### config.mk
export PLATFORM = sky130hd
export DESIGN_NAME = disp_scan_sched
export DESIGN_NICKNAME = d
export VERILOG_FILES = /design/src/rtl/disp_scan_sched.sv
export SDC_FILE = /design/constraint.sdc
export NUM_CORES = 1
export LEC_CHECK = 0
export ABC_AREA = 1
export BUFFER_PORTS_ARGS = -buffer_cell sky130_fd_sc_hd__clkbuf_2
export CAP_MARGIN = 20
export CORE_MARGIN = 2
export CORE_UTILIZATION = 64
export DETAILED_ROUTE_END_ITERATION = 10
export PLACE_DENSITY = 0.81
export SLEW_MARGIN = 20
export SYNTH_ARGS = -nofsm -noshare
export SYNTH_HDL_FRONTEND = slang
export SYNTH_SLANG_ARGS = --single-unit
### constraint.sdc
create_clock -name clk -period 3.4 [get_ports clk]
set_input_delay 0.34 -clock clk [delete_from_list [all_inputs] [get_ports clk]]
set_output_delay 0.34 -clock clk [all_outputs]
set_load 0.03 [all_outputs]
### src/rtl/disp_scan_sched.sv
// Scan scheduler for the 6-digit multiplexed seven-segment display.
// Holds the digit registers, encodes them and hands (seg, sel) words to the 74HC595 serializer.
module disp_scan_sched #(
  parameter int DWELL   = 50000,
  parameter int DWELL_W = 16
) (
  input  logic       clk,
  input  logic       rst,
  input  logic       enable,
  input  logic       wr_en,
  input  logic [2:0] wr_addr,
  input  logic [4:0] wr_data,
  input  logic [5:0] dp_mask,
  output logic       out_valid,
  input  logic       out_ready,
  output logic [7:0] out_seg,
  output logic [5:0] out_sel,
  output logic       frame_done
);

  localparam logic [1:0] S_IDLE  = 2'd0;
  localparam logic [1:0] S_LOAD  = 2'd1;
  localparam logic [1:0] S_SEND  = 2'd2;
  localparam logic [1:0] S_DWELL = 2'd3;

  localparam logic [4:0]         BLANK      = 5'b1_0000;
  localparam logic [DWELL_W-1:0] DWELL_LOAD = DWELL_W'(DWELL - 1);

  logic [1:0]         state;
  logic [2:0]         idx;
  logic [DWELL_W-1:0] dwell_cnt;
  logic [4:0]         digit [6];
  logic [4:0]         cur_digit;
  logic               cur_dp;
  logic [7:0]         seg_next;

  // Active-low {a,b,c,d,e,f,g,dp}; codes 10..15 show "E" so bad data is visible.
  function automatic logic [7:0] encode(input logic [4:0] d);
    logic [7:0] s;
    if (d[4]) begin
      s = 8'hFF;
    end else begin
      case (d[3:0])
        4'd0:    s = 8'h03;
        4'd1:    s = 8'h9F;
        4'd2:    s = 8'h25;
        4'd3:    s = 8'h0D;
        4'd4:    s = 8'h99;
        4'd5:    s = 8'h49;
        4'd6:    s = 8'h41;
        4'd7:    s = 8'h1F;
        4'd8:    s = 8'h01;
        4'd9:    s = 8'h09;
        default: s = 8'h61;
      endcase
    end
    return s;
  endfunction

  always_ff @(posedge clk or posedge rst) begin
    if (rst) begin
      for (int i = 0; i < 6; i++) digit[i] <= BLANK;
    end else if (wr_en) begin
      for (int i = 0; i < 6; i++) begin
        if (wr_addr == 3'(i)) digit[i] <= wr_data;
      end
    end
  end

  always_comb begin
    cur_digit = BLANK;
    cur_dp    = 1'b0;
    for (int i = 0; i < 6; i++) begin
      if (idx == 3'(i)) begin
        cur_digit = digit[i];
        cur_dp    = dp_mask[i];
      end
    end
    seg_next = encode(cur_digit);
    if (cur_dp) seg_next[0] = 1'b0;
  end

  // The latched word only changes in LOAD, so a stalled SEND keeps it stable.
  always_ff @(posedge clk or posedge rst) begin
    if (rst) begin
      state      <= S_IDLE;
      idx        <= 3'd0;
      dwell_cnt  <= '0;
      out_seg    <= 8'hFF;
      out_sel    <= 6'b000001;
      frame_done <= 1'b0;
    end else begin
      frame_done <= 1'b0;
      case (state)
        S_IDLE: begin
          if (enable) state <= S_LOAD;
        end
        S_LOAD: begin
          out_seg <= seg_next;
          out_sel <= 6'b000001 << idx;
          state   <= S_SEND;
        end
        S_SEND: begin
          if (out_ready) begin
            dwell_cnt <= DWELL_LOAD;
            state     <= S_DWELL;
          end
        end
        S_DWELL: begin
          if (!enable) begin
            idx   <= 3'd0;
            state <= S_IDLE;
          end else if (dwell_cnt == '0) begin
            idx        <= (idx == 3'd5) ? 3'd0 : idx + 3'd1;
            frame_done <= (idx == 3'd5);
            state      <= S_LOAD;
          end else begin
            dwell_cnt <= dwell_cnt - 1'b1;
          end
        end
        default: state <= S_IDLE;
      endcase
    end
  end

  assign out_valid = (state == S_SEND);

endmodule

; ---- Word-level counts from Yosys, hierarchy flattened
; Memories as Yosys holds them, arrays and structs flattened.
; Index checks and enable logic that the tools add are counted.
[word_totals]
n_memories = 1
output_inout_bits = 16
romBits = 112
ff_bits = 66
[classes]
n_eq_ne = 19
reduce_logical = 14
mux = 29
shifts = 1
n_addsub = 2
[mem_list]
columns = name, words, width, rd, rd_clocked_by_memory_dff, wr, line
row1 = (no name shown), 16, 7, 1, 0, 0, 43  ; case (d[3:0])
[ops]
columns = cell, count
row1 = two-way mux 16 bit, 3
row2 = case mux 16 bit (2 select lines), 1
row3 = two-way mux 5 bit, 6
row4 = zero test 16 bit, 1
row5 = "subtractor 16 x 1 -> 16 bit, second input constant", 1
row6 = AND reduction 2 bit, 7
row7 = "equality test 3 x 2 -> 1 bit, second input constant", 4
row8 = "equality test 3 bit, second input constant", 4
row9 = two-way mux 1 bit, 10
row10 = two-way mux 3 bit, 3
row11 = two-way mux 2 bit, 4
row12 = two-way mux 8 bit, 1
row13 = case mux 2 bit (4 select lines), 1
row14 = "equality test 3 x 1 -> 1 bit, second input constant", 2
row15 = zero test 3 bit, 2
row16 = "inequality test 2 bit, second input constant", 3
row17 = "<< shifter 1 x 3 -> 6 bit, first input constant", 1
row18 = "equality test 2 bit, second input constant", 2
row19 = "inequality test 2 x 1 -> 1 bit, second input constant", 2
row20 = AND reduction 4 bit, 1
row21 = "adder 3 x 1 -> 3 bit, second input constant", 1
row22 = "inequality test 3 bit, second input constant", 1
row23 = AND reduction 3 bit, 1
row24 = "equality test 2 x 1 -> 1 bit, second input constant", 1
row25 = other kinds (2), 2

; ---- Longest topological paths before layout
; An unclocked memory read counts as a cell.
[depth]
ltp_word = 10
mapped_depth = 18
depth_no_buf = 17

; ---- Least setup slack after synthesis
; OpenSTA, ideal clock, no wires.
[synth_path]
path_type = register to register
start = reg idx[2]
end = reg out_seg[6]
setup_time_ns = 0.058
path_slack_ns = 1.330
required_ns = 3.342
arrival_time_ns = 2.012
n_path_buf = 2
stages_incl_launch_ff = 15
path_cell_list = dfrtp_1 > inv_2 > buf_2 > ha_1 > clkbuf_1 > nor2_1 > nand2_1 > nand2_1 > a21oi_2 > ha_1 > inv_1 > nand2_1 > nand3_1 > nand2_1 > inv_1
[synth_via]
elab_chain_len = 9
elab_cells_between_ends = 14
classes_between = 5 x eq/ne / 7 x mux / 1 x reduce/logical / 1 x memory
[synth_lines]
columns = element, line
row1 = from (decl), 30  ; logic [2:0] idx;
row2 = from (signal assigned), 114  ; idx <= (idx == 3'd5) ? 3'd0 : idx + 3'd1;
row3 = zero test 3 bit, 74  ; if (idx == 3'(i)) begin
row4 = two-way mux 5 bit (5 in a row), 74
row5 = two-way mux 5 bit *, 74
row6 = memory read (16 x 7 bit), --
row7 = two-way mux 8 bit *, 40  ; if (d[4]) begin
row8 = to (signal assigned), 99  ; out_seg <= seg_next;
row9 = to (decl), 16  ; output logic [7:0] out_seg,
; Mark *: on every way between the ends. The rest lies on a longest branch, timed or not.
; A chain may end at the register's enable or synchronous reset.

; ---- Worst setup path after layout
[layout_path]
start = reg state[0]
end = reg dwell_cnt[3]
[layout_via]
elab_chain_len = 3
elab_cells_between_ends = 8
classes_between = 5 x eq/ne / 1 x mux / 2 x reduce/logical
[layout_lines]
columns = element, line
row1 = from (decl), 29  ; logic [1:0] state;
row2 = from (signal assigned), 86  ; state <= S_IDLE;
row3 = from (signal assigned), 96  ; if (enable) state <= S_LOAD;
row4 = from (signal assigned), 101  ; state <= S_SEND;
row5 = equality test 2 bit, 94  ; case (state)
row6 = inequality test 2 bit (no line) (tied with other cells), --
row7 = AND reduction 4 bit (no line), --
row8 = to (signal assigned), 118  ; dwell_cnt <= dwell_cnt - 1'b1;
row9 = to (decl), 31  ; logic [DWELL_W-1:0] dwell_cnt;
; Parallel ways exist; a longest one is shown, timed or not.

==> flow_metrics.tcl <==
set metrics [dict create \
    initial_core_util_pct 65.9 \
    grt_remaining_overflow 0 \
    cts_tree "done" \
    cts_sinks 66 \
    r2r_slack_ns 1.05 \
    drtIter0Drc 175 \
    io_buffers 34 \
    max_freq_ghz 0.425 \
    worstHoldPathType "in -> async" \
    antenna_found_initial 0 \
    firstDrtPassIters 5 \
    cts_setup_buffers 0 \
    track_usage_pct 28.1 \
    dieArea_sq_um 6250 \
    multi_input_area_sq_um 1670 \
    syn_avg_cell_area_sq_um 7.84 \
    required_ns 3.61 \
    dpl-instance-area_sq_um 3820 \
    holdBufCountCts 0 \
    p_sw_mw 1.03 \
    ant_nets 0 \
    cts_resized 0 \
    cellLeakagePower_nw 1.99 \
    critPathBufInv 2 \
    core_area_sq_um 5470 \
    internal-power_mw 1.60 \
    finalClockSkew_ns 0.00889 \
    drv_slew 0 \
    r2r_end "dwell_cnt[3]" \
    critical-path-max-stage-delay_ns 0.55 \
    cap_violations 0 \
    route.detailed.wl_per_inst_um 14.0 \
    path_cells "ha_1 -> clkinv_1 -> nand2_1 -> a21oi_1 -> inv_1 -> o21ai_0 -> nand3_1" \
    path_delay_family "compound AO/OA/AOI/OAI gates" \
    r2r-start "state[0]" \
    fin_area_sq_um 4000 \
    worstSetupEndpointType "flop" \
    routabilityCongestion 0.885 \
    grt_pass1_vias 3024 \
    regArea_sq_um 1670 \
    viasPerCell 5.49 \
    fill_cells 438 \
    post-route-util_pct 73.1 \
    setup_ws_ns 1.05 \
    vdd.ir_drop.worst_mv 0.383 \
    hpwl_um 5850 \
    ios 35 \
    power_frac_comb_pct 34.8 \
    grt_start_max_net_pins 67 \
    synth_area_sq_um 3610 \
    row_count 27 \
    synth.distinct_cells 35 \
    status "completed" \
    arrival_ns 2.56 \
    power.share.clock_pct 22.6 \
    cpMaxStageDelayCell "a21oi_1" \
    synth_cells 460 \
    drc 0 \
    die_y_um 79.1 \
    cts_inserted_buffers 9 \
    critPathLaunchType "flop" \
    switching_share_pct 39.3 \
    wl_um 8070 \
    place_ws_ns 1.15 \
    fin_nets 531 \
    synth_nets 493 \
    cp_max_fo 12 \
    root_buffer "clkbuf_8" \
    clockBufferDepth 2 \
    drive_gt1_share_pct 17.1 \
    ys_warn_count 0 \
    period_minus_slack_ns 2.35 \
    min_period_over_period_pct 69.3 \
    path_class "reg -> reg" \
    worstMarginPinSlew_ns 0.830 \
    insertion_delay_ns 0.34 \
    die_w_um 79.1 \
    setup_viol_count_final 0 \
    antenna_cells 0 \
    vias 3156 \
    htreeDepth 3 \
    finalHoldViolations 0 \
    path_clk_slew_ns 0.07 \
    tns_ns 0 \
    yosysSeqAreaShare_pct 46.3 \
    ff2ff_path_depth 7 \
    pwr-share-seq_pct 42.5 \
    grt_pass1_wl_um 13700 \
    rsz0062_at_grt "no" \
    areaGrowthSynthToFinish_pct 10.9 \
    power_density_nw_per_um2 658 \
    synth_seq_cells 66 \
    max_slew_margin_pct 44.6 \
]
cell type report:
class	count	area share, %
clock buffer	13	3.97
clock inverter	3	0.375
inverter	55	5.16
multi-input combinational	330	41.8
sequential	66	41.8
tap	72	2.25
timing repair buffer	36	4.63
registers in the layout, summed over array words and instances (netlist names):
signal	flops
digit	30
dwell_cnt	16
out_seg	8
out_sel	6
idx	3
state	2
frame_done	1
logic make-up after synthesis:
| logic type | synth area share, % |
|---|---|
| AND/OR/NAND/NOR | 28.0 |
| AO/OA/AOI/OAI | 12.1 |
| flip-flops | 46.3 |
| buffers and inverters | 7.29 |
| adder cells (fa/ha/maj) | 4.86 |
| XOR/XNOR | 1.46 |
cell usage after synthesis (all sizes together):
library cell / instances / share of area [%]
dfrtp: 51 / 35
xor2: 5 / 1.2
a21oi: 18 / 3.0
clkinv: 1 / 0.10
o22ai: 2 / 0.35
a31oi: 1 / 0.17
nor3: 5 / 1.0
clkbuf: 3 / 0.31
ha: 14 / 4.9
nand3b: 5 / 1.0
xnor2: 1 / 0.24
a21boi: 2 / 0.42
nand2: 121 / 13
dfstp: 15 / 11
nor2: 53 / 5.8
nor4: 1 / 0.17
nand4: 10 / 1.7
inv: 54 / 5.6
o21ai: 51 / 7.1
o31ai: 4 / 0.83
nand3: 33 / 4.9
o211ai: 1 / 0.21
or2: 3 / 0.52
buf: 6 / 1.2
through the flow:
step           hold WS [ns]  cells  power, mW
6_report              0.212    575       2.63
5_1_grt               0.292    575       2.81
4_1_cts               0.232    575       2.63
3_5_place_dp          0.462    559       2.04
3_3_place_gp          0.459    559       2.00
2_1_floorplan         0.453    460       1.82
worst max-delay path by stage:
stage	from	to	slack (ns)	cells after the start
2_1_floorplan	idx[2]	out_seg[6]	1.33	14
3_3_place_gp	idx[2]	out_seg[5]	1.21	15
3_5_place_dp	idx[2]	out_seg[7]	1.15	13
4_1_cts	idx[2]	out_seg[7]	1.10	13
5_1_grt	idx[0]	out_seg[5]	0.86	16
6_report	state[0]	dwell_cnt[3]	1.05	7
power groups by stage:
stage                     clock, mW  combinational, mW  sequential, mW
after floorplan                   0              0.605            1.22
after global placement            0              0.884            1.12
after detailed placement          0              0.912            1.13
after CTS                     0.598              0.918            1.12
after global routing          0.631               1.03            1.14
final                         0.596              0.916            1.12
layer usage:
| metal | GRT usage [%] | part of all wire [%] | vias up |
|---|---|---|---|
| li1 | - | - | 1572 |
| met2 | 48.0 | 51 | 77 |
| met4 | 11.9 | 1.6 | 0 |
| met3 | 5.11 | 3.6 | 14 |
| met1 | 35.2 | 44 | 1493 |
| met5 | 0 | 0 | - |
cells in the final DEF, fill, tap and decap left out, drive strengths merged, types with 3 or more instances in the layout:
cell type,synthesis,final
a21oi,18,18
inv,54,54
dfrtp,51,51
o31ai,4,4
dfstp,15,15
xor2,5,5
nand3,33,33
nor2,53,53
or2,3,3
ha,14,14
nand3b,5,5
nand2,121,121
clkbuf,3,47
clkinv,1,4
nor3,5,5
o21ai,51,51
nand4,10,10
worst register-to-register path, cell delays in order, from the launching register on:
cell	delay, ns
dfrtp_1	0.42
ha_1	0.27
clkinv_1	0.18
nand2_1	0.07
a21oi_1	0.55
inv_1	0.35
o21ai_0	0.28
nand3_1	0.09
Power figures use the tool's default switching activity.
